### config.mk
export PLATFORM = sky130hd
export DESIGN_NAME = obc_da_engine
export DESIGN_NICKNAME = d
export VERILOG_FILES = /design/src/rtl/obc_da_engine.sv
export SDC_FILE = /design/constraint.sdc
export NUM_CORES = 1
export LEC_CHECK = 0
export BUFFER_PORTS_ARGS = -buffer_cell sky130_fd_sc_hd__buf_2
export CAP_MARGIN = 10
export CORE_MARGIN = 4
export CORE_UTILIZATION = 25
export CTS_BUF_LIST = sky130_fd_sc_hd__clkbuf_4 sky130_fd_sc_hd__clkbuf_8
export CTS_CLUSTER_SIZE = 24
export DETAILED_ROUTE_END_ITERATION = 10
export GPL_TIMING_DRIVEN = 0
export SLEW_MARGIN = 40
export SYNTH_ARGS = -nofsm -noshare
export SYNTH_HDL_FRONTEND = slang
export SYNTH_SLANG_ARGS = --single-unit
### constraint.sdc
create_clock -name clk -period 17.4 [get_ports clk]
set_input_delay 1.74 -clock clk [delete_from_list [all_inputs] [get_ports clk]]
set_output_delay 1.74 -clock clk [all_outputs]
set_load 0.1 [all_outputs]
### src/rtl/obc_da_engine.sv
// rtl/obc_da_engine.sv - bit-serial offset-binary-coded distributed-arithmetic dot-product engine
module obc_da_engine #(
  parameter int N_CH  = 4,
  parameter int IN_W  = 16,
  parameter int TBL_W = 32,
  parameter int ACC_W = TBL_W + IN_W + $clog2(N_CH / 2) + 1
) (
  input  logic                        clk,
  input  logic                        rst_n,
  input  logic                        in_valid,
  output logic                        in_ready,
  input  logic [N_CH*IN_W-1:0]        in_data,
  input  logic                        cfg_we,
  input  logic [$clog2(N_CH+1)-1:0]   cfg_addr,
  input  logic [TBL_W-1:0]            cfg_data,
  output logic                        out_valid,
  input  logic                        out_ready,
  output logic [ACC_W-1:0]            out_data,
  output logic                        busy,
  output logic                        cfg_err
);

  localparam int P  = N_CH / 2;
  localparam int NE = N_CH + 1;
  localparam int AW = $clog2(NE);
  localparam int CW = $clog2(IN_W);

  typedef enum logic [1:0] {IDLE, RUN, DONE} state_t;

  state_t                 state;
  logic [N_CH*IN_W-1:0]   samp;
  logic [CW-1:0]          cnt;
  logic [ACC_W-1:0]       acc;
  logic [ACC_W-1:0]       term;
  logic [ACC_W-1:0]       off_ext;
  logic                   addr_ok;
  logic                   tbl_we;

  assign in_ready = (state == IDLE);
  assign busy     = !in_ready;
  assign addr_ok  = (cfg_addr <= AW'(2 * P));
  assign tbl_we   = cfg_we && in_ready && addr_ok;

  // Entries 0..2P-1 are the per-pair E0/E1 values, entry 2P is the offset.
  genvar gi;
  generate
    for (gi = 0; gi < NE; gi++) begin : g_tbl
      logic [TBL_W-1:0] ent;
      always_ff @(posedge clk or negedge rst_n) begin
        if (!rst_n)
          ent <= '0;
        else if (tbl_we && cfg_addr == AW'(gi))
          ent <= cfg_data;
      end
    end
  endgenerate

  assign off_ext = {{(ACC_W-TBL_W){g_tbl[2*P].ent[TBL_W-1]}}, g_tbl[2*P].ent};

  // samp shifts left every RUN cycle, so each channel's MSB is the current bit.
  genvar gp;
  generate
    for (gp = 0; gp < P; gp++) begin : g_pair
      logic             bit_a;
      logic             bit_b;
      logic [ACC_W-1:0] e0;
      logic [ACC_W-1:0] e1;
      logic [ACC_W-1:0] pick;
      logic [ACC_W-1:0] run;
      assign bit_a = samp[(2*gp+1)*IN_W-1];
      assign bit_b = samp[(2*gp+2)*IN_W-1];
      assign e0    = {{(ACC_W-TBL_W){g_tbl[2*gp].ent[TBL_W-1]}}, g_tbl[2*gp].ent};
      assign e1    = {{(ACC_W-TBL_W){g_tbl[2*gp+1].ent[TBL_W-1]}}, g_tbl[2*gp+1].ent};
      assign pick  = (bit_a ^ bit_b) ? e1 : e0;
      if (gp == 0) begin : g_first
        assign run = bit_a ? pick : -pick;
      end else begin : g_next
        assign run = g_pair[gp-1].run + (bit_a ? pick : -pick);
      end
    end
  endgenerate

  assign term = g_pair[P-1].run;

  always_ff @(posedge clk or negedge rst_n) begin
    if (!rst_n) begin
      state     <= IDLE;
      samp      <= '0;
      cnt       <= '0;
      acc       <= '0;
      out_valid <= 1'b0;
      out_data  <= '0;
      cfg_err   <= 1'b0;
    end else begin
      cfg_err <= cfg_we && !(in_ready && addr_ok);
      case (state)
        IDLE: begin
          if (in_valid) begin
            samp  <= in_data;
            acc   <= '0;
            cnt   <= CW'(IN_W - 1);
            state <= RUN;
          end
        end
        RUN: begin
          samp <= samp << 1;
          cnt  <= cnt - 1'b1;
          // The sign bit carries negative weight, hence the subtraction first.
          if (cnt == CW'(IN_W - 1)) begin
            acc <= (acc << 1) - term;
          end else if (cnt == '0) begin
            out_data  <= (acc << 1) + term + off_ext;
            out_valid <= 1'b1;
            state     <= DONE;
          end else begin
            acc <= (acc << 1) + term;
          end
        end
        DONE: begin
          if (out_ready) begin
            out_valid <= 1'b0;
            state     <= IDLE;
          end
        end
        default: state <= IDLE;
      endcase
    end
  end

endmodule

==> impl_metrics.yaml, run 1 <==
clock_network:
  cts_resized: 0
  postCtsSetupBuffers: 0
  numCtsBuffers: 67
  clockBufferDepth: 3
  postCtsHoldBufs: 0
  clk_latency_ns: 0.67
  clock-sinks: 331
  clkTransAtPathRegs_ns: 0.06
  cts_tree: "done"
  ctsHtreeMaxLevel: 3
  root_buffer: "clkbuf_8"
sta:
  tns_ns: 0
  period_share: 0.712
  period_minus_slack_ns: 12.39
  setup_viol: 0
  worst_pin_slew_ns: 0.865
  rsz0062_at_grt: "false"
  relSlewSlack: 0.420
  final.setup_skew_ns: 0.0303
  finalMaxSlewViolations: 0
  finalHoldViolations: 0
  max_freq_mhz: 80.7
global_routing:
  first_global_vias: 23568
  grt_remaining_overflow: 0
  grt_pass1_wl_um: 140000
  grt_usage: 0.159
  grt_max_degree: 68
  antenna_found_initial: 14
synth:
  synth_adder_area_share: 0.0955
  synth_xor_xnor_area_share: 0.0811
  ys.flop_type: "dfrtp_1"
  synth_mux_area_frac: 0.107
  syn_inst: 3180
  synth-simple-area-share: 0.156
  yosysMostFrequentCell: "dfrtp_1"
  synth_compound_area_frac: 0.210
  syn_area_um2: 26900
  synth_common_cells: "dfrtp_1 (331), nand2_1 (319), nor2_1 (285)"
  synth_fp_nets: 3487
  synth_top_area_share: 0.308
  seq_area_frac_synth: 0.308
  synth_area_per_cell_um2: 8.46
  synth-seq-cells: 331
  synth_cell_type_count: 88
  synth-edff-count: 0
  ys_warn_count: 0
  synth_top_area_cell: "dfrtp_1"
  synth_top_family_by_area: "compound AO/OA/AOI/OAI gates"
  ys_top_cells_by_area: "dfrtp_1 (31%), ha_1 (9.3%), mux2_2 (7.4%), xnor2_1 (5.8%), a21oi_1 (5.0%)"
  async_flop_share: 1.00
setup_path:
  cp-endpoint: "out_data[49]$_DFFE_PN0P_"
  critPathLaunch: "samp[47]$_DFFE_PN0P_"
  cpPeakStageDelay_ns: 0.70
  path_max_fanout: 10
  worst_r2r_path_depth: 43
  timing.rr.start: "samp[47]$_DFFE_PN0P_"
  path_class: "flop to flop"
  crit_path_end_kind: "flop"
  cp.arrival_ns: 12.99
  crit_path_top_delay_cell: "clkbuf_1"
  critPathRequiredTime_ns: 17.99
  r2r-end: "out_data[49]$_DFFE_PN0P_"
  reg2reg_slack_ns: 5.01
  cpMostUsedCell: "a21oi_1"
  crit_path_start_kind: "flop"
worst_hold_path:
  hold_path_class: "flop to flop"
  min_from: "out_data[37]$_DFFE_PN0P_"
detailed_routing:
  route.detailed.drc: 0
  postRouteAntennaNets: 0
  wl_um: 92200
  vias_per_cell: 5.01
  drt_iter0_drc: 1761
  vias: 24407
  wl_per_cell_um: 18.9
  firstDrtPassIters: 6
place:
  gp_congestion: 0.944
  io_buffers: 157
  post-dp-hpwl_um: 74500
floorplanning:
  start_util: 0.252
  fp.coreArea_um2: 107000
  die_w_um: 336
  std_cell_rows: 120
  pin_count: 158
  die_y_um: 336
  design.die.area_um2: 113000
finish:
  syn_to_final_growth_pct: 15.7
  fillers: 11576
  fin_nets: 3720
  drive_above_1_share: 0.148
outcome:
  status: "complete, no violations"
run:
  maxCapViolCount: 0
==> final cells by class <==
| type | instances | area (um^2) | share of cell area |
|---|---|---|---|
| clock inverter | 17 | 139 | 0.00446 |
| clock buffer | 100 | 1290 | 0.0416 |
| buffer | 161 | 643 | 0.0207 |
| sequential | 331 | 8280 | 0.266 |
| timing repair buffer | 164 | 968 | 0.0311 |
| inverter | 132 | 495 | 0.0159 |
| antenna | 8 | 20.0 | 0.000643 |
| multi-input combinational | 2556 | 17500 | 0.563 |
| tap | 1403 | 1760 | 0.0564 |
==> cells by family (layout without fill, tap and decap cells) <==
logic type               after synthesis  count (layout)
AO/OA/AOI/OAI                        914             914
XOR/XNOR                             246             246
adder cells (fa/ha/maj)              203             203
buffers and inverters                293             574
flip-flops                           331             331
multiplexers                         264             264
other                                  0               8
AND/OR/NAND/NOR                      929             929
==> flip-flops by register name, summed over array words and instances, names as in the netlist <==
signal	flops
g_tbl.ent	160
samp	64
out_data	50
acc	49
cnt	4
state	2
cfg_err	1
out_valid	1
==> worst max-delay path: cells and delay by family (launching register included) <==
kind	cells	cell delay [ns]
buffers and inverters	5	2.63
DFF	1	0.52
AOI/OAI and AO/OA	19	4.87
adders and majority gates	4	1.29
xor gates and xnor gates	4	1.23
and+or+nand+nor	11	1.74
==> metal layers <==
metal | track usage | vias up | part of all wire
met2 | 0.255 | 786 | 0.45
met5 | 0 | - | 0.00044
met3 | 0.0281 | 163 | 0.061
met1 | 0.216 | 11591 | 0.46
li1 | - | 11861 | -
met4 | 0.0537 | 6 | 0.031
==> layout by cell type (no fill, tap or decap), types with 27 or more instances in the layout <==
master	n
nand3_1	44
or3_1	31
o21bai_1	53
buf_2	167
clkbuf_8	87
o21ai_0	229
inv_1	131
nand2_1	319
xor2_1	64
o31ai_1	31
a31oi_1	82
ha_1	199
clkbuf_1	116
mux2_2	176
a21oi_1	270
a21o_1	76
mux2i_1	85
nor3_1	96
o21a_1	27
xnor2_1	179
nand4_1	30
nor2_1	281
nor2b_1	28
dfrtp_1	330
==> metrics by stage <==
| step | std cells | instance area [um^2] | utilization | setup WS, ns | hold WS (ns) |
|---|---|---|---|---|---|
| finish | 4872 | 31100 | 0.291 | 5.01 | 0.469 |
| global route | 4868 | 31100 | 0.291 | 4.30 | 0.499 |
| CTS | 4864 | 31100 | 0.291 | 5.08 | 0.479 |
| detailed placement | 4747 | 29700 | 0.277 | 5.18 | 0.466 |
| global placement | 4740 | 29400 | 0.275 | 4.93 | 0.460 |
| floorplan | 3180 | 26900 | - | 7.88 | 0.448 |
==> worst min-delay path by stage <==
stage	endpoint	depth (start not counted)
2_1_floorplan	samp[16]$_DFFE_PN0P_	2
3_3_place_gp	out_data[35]$_DFFE_PN0P_	2
3_5_place_dp	out_data[14]$_DFFE_PN0P_	2
4_1_cts	out_data[37]$_DFFE_PN0P_	2
5_1_grt	out_data[24]$_DFFE_PN0P_	2
6_report	out_data[37]$_DFFE_PN0P_	2
Power of run 1 is left out: the tool's default activity adds up to more than one toggle a clock period on the data nets, which glitch-free logic cannot reach.
==> inputs of run 2 (changes only) <==
clock period = 12.9 ns   (was 17.4 ns; I/O delays follow)
==> impl_metrics.yaml, run 2 (synthesis gave the netlist of run 1 again) <==
outcome:
  status: "complete, no violations"
floorplanning:
  die_y_um: 336
  design.die.area_um2: 113000
  fp.coreArea_um2: 107000
  die_w_um: 336
  start_util: 0.252
  std_cell_rows: 120
  pin_count: 158
detailed_routing:
  drt_iter0_drc: 1755
  vias: 24417
  route.detailed.drc: 0
  firstDrtPassIters: 6
  vias_per_cell: 5.01
  met3_length_um: 5300
  wl_met2_um: 41400
  postRouteAntennaNets: 0
  top_layer: "met5"
  drt-met1-wl_um: 42600
  wl_per_cell_um: 18.9
  wl_um: 92300
place:
  io_buffers: 157
  gp_congestion: 0.944
  dp_cells: 4747
  placed_area_um2: 29700
  post-dp-hpwl_um: 74500
setup_path:
  path_class: "flop to flop"
  worst-path-stages: 43
  path_delay_family: "compound AO/OA/AOI/OAI gates"
  path_max_fanout: 10
  reg2reg_slack_ns: 0.73
  worst_r2r_path_depth: 43
  cpPeakStageDelay_ns: 0.62
  critPathRequiredTime_ns: 13.49
  crit_path_start_kind: "flop"
  crit_path_top_delay_cell: "xnor2_1"
  crit_path_end_kind: "flop"
  cp.arrival_ns: 12.76
  crit_buf_inv: 5
  cpMostUsedCell: "a21oi_1"
clock_network:
  clkTransAtPathRegs_ns: 0.07
  numCtsBuffers: 67
  ctsHtreeMaxLevel: 3
  clk_latency_ns: 0.67
  clockBufferDepth: 3
  root_buffer: "clkbuf_8"
  cts_tree: "done"
  clock-sinks: 331
  postCtsSetupBuffers: 0
finish:
  fin_cells: 4872
  final_cell_mix: "dfrtp_1 (330), nand2_1 (319), nor2_1 (281)"
  top_register: "g_tbl.ent"
  final_cell_area_um2: 31100
  fillers: 11575
  drive_above_1_share: 0.149
  reg_top3: "g_tbl.ent x160, samp x64, out_data x50"
  largest_reg_flops: 160
  syn_to_final_growth_pct: 15.7
  postLayoutCoreUtil: 0.291
  final_common_cell: "dfrtp_1"
  fin_nets: 3720
worst_hold_path:
  hold_path_class: "flop to flop"
  whs_path_depth: 2
sta:
  relSlewSlack: 0.411
  tns_ns: 0
  worst_pin_slew_ns: 0.884
  rsz0062_at_grt: "false"
  final.setup_skew_ns: 0.0306
  max_freq_mhz: 82.2
  period_minus_slack_ns: 12.17
  setup_viol: 0
  finalHoldViolations: 0
  finalMaxSlewViolations: 0
  period_share: 0.943
run:
  maxCapViolCount: 0
global_routing:
  grt_max_degree: 68
  grt_pass1_wl_um: 140000
  grt_usage: 0.159
  grt_remaining_overflow: 0
  first_global_vias: 23568
  antenna_found_initial: 14
[run 2: cell counts in the layout (fill, tap and decap cells not counted)]
No cell type changed its count.
[run 2: area by class of cell]
| type | instances | area [um^2] | share of cell area |
|---|---|---|---|
| sequential | 331 | 8280 | 0.266 |
| timing repair buffer | 164 | 968 | 0.0311 |
| tap | 1403 | 1760 | 0.0564 |
| buffer | 161 | 646 | 0.0207 |
| antenna | 8 | 20.0 | 0.000643 |
| clock buffer | 100 | 1290 | 0.0416 |
| clock inverter | 17 | 139 | 0.00446 |
| inverter | 132 | 495 | 0.0159 |
| multi-input combinational | 2556 | 17500 | 0.563 |
[run 2: tightest hold or removal path, cell delays in order, from the launching register on]
cell and delay [ns]:
dfrtp_1 0.33, nand2_1 0.04, o21ai_0 0.06
[run 2: what timing repair did]
| action | 4_1_cts | 5_1_grt |
|---|---|---|
| resized for setup | 0 | 4 |
| endpoints found under the hold margin | 0 | 0 |
| hold buffers | 0 | 0 |
| setup endpoints to repair | 0 | 2 |
[run 2: metal layers]
layer,vias up,track usage
li1,11859,-
met1,11608,0.216
met2,780,0.255
met3,164,0.0281
met4,6,0.0537
met5,-,0
[run 2: path summary, 6_finish.rpt]
| path | start | endpoint |
|---|---|---|
| min | out_data[37]$_DFFE_PN0P_ | out_data[37]$_DFFE_PN0P_ |
| max | samp[47]$_DFFE_PN0P_ | out_data[49]$_DFFE_PN0P_ |
| min reg2reg | out_data[37]$_DFFE_PN0P_ | out_data[37]$_DFFE_PN0P_ |
| max reg2reg | samp[47]$_DFFE_PN0P_ | out_data[49]$_DFFE_PN0P_ |
| max in group asynchronous | rst_n | samp[38]$_DFFE_PN0P_ |
| min in group asynchronous | rst_n | g_tbl[0].ent[2]$_DFFE_PN0P_ |
[run 2: metrics by stage]
| stage | hold slack, ns | worst slack, ns |
|---|---|---|
| floorplan | 0.448 | 3.38 |
| global placement | 0.460 | 0.433 |
| detailed placement | 0.466 | 0.679 |
| CTS | 0.422 | 0.579 |
| global route | 0.457 | 0.0295 |
| finish | 0.469 | 0.732 |
Power of run 2 is left out for the same reason.
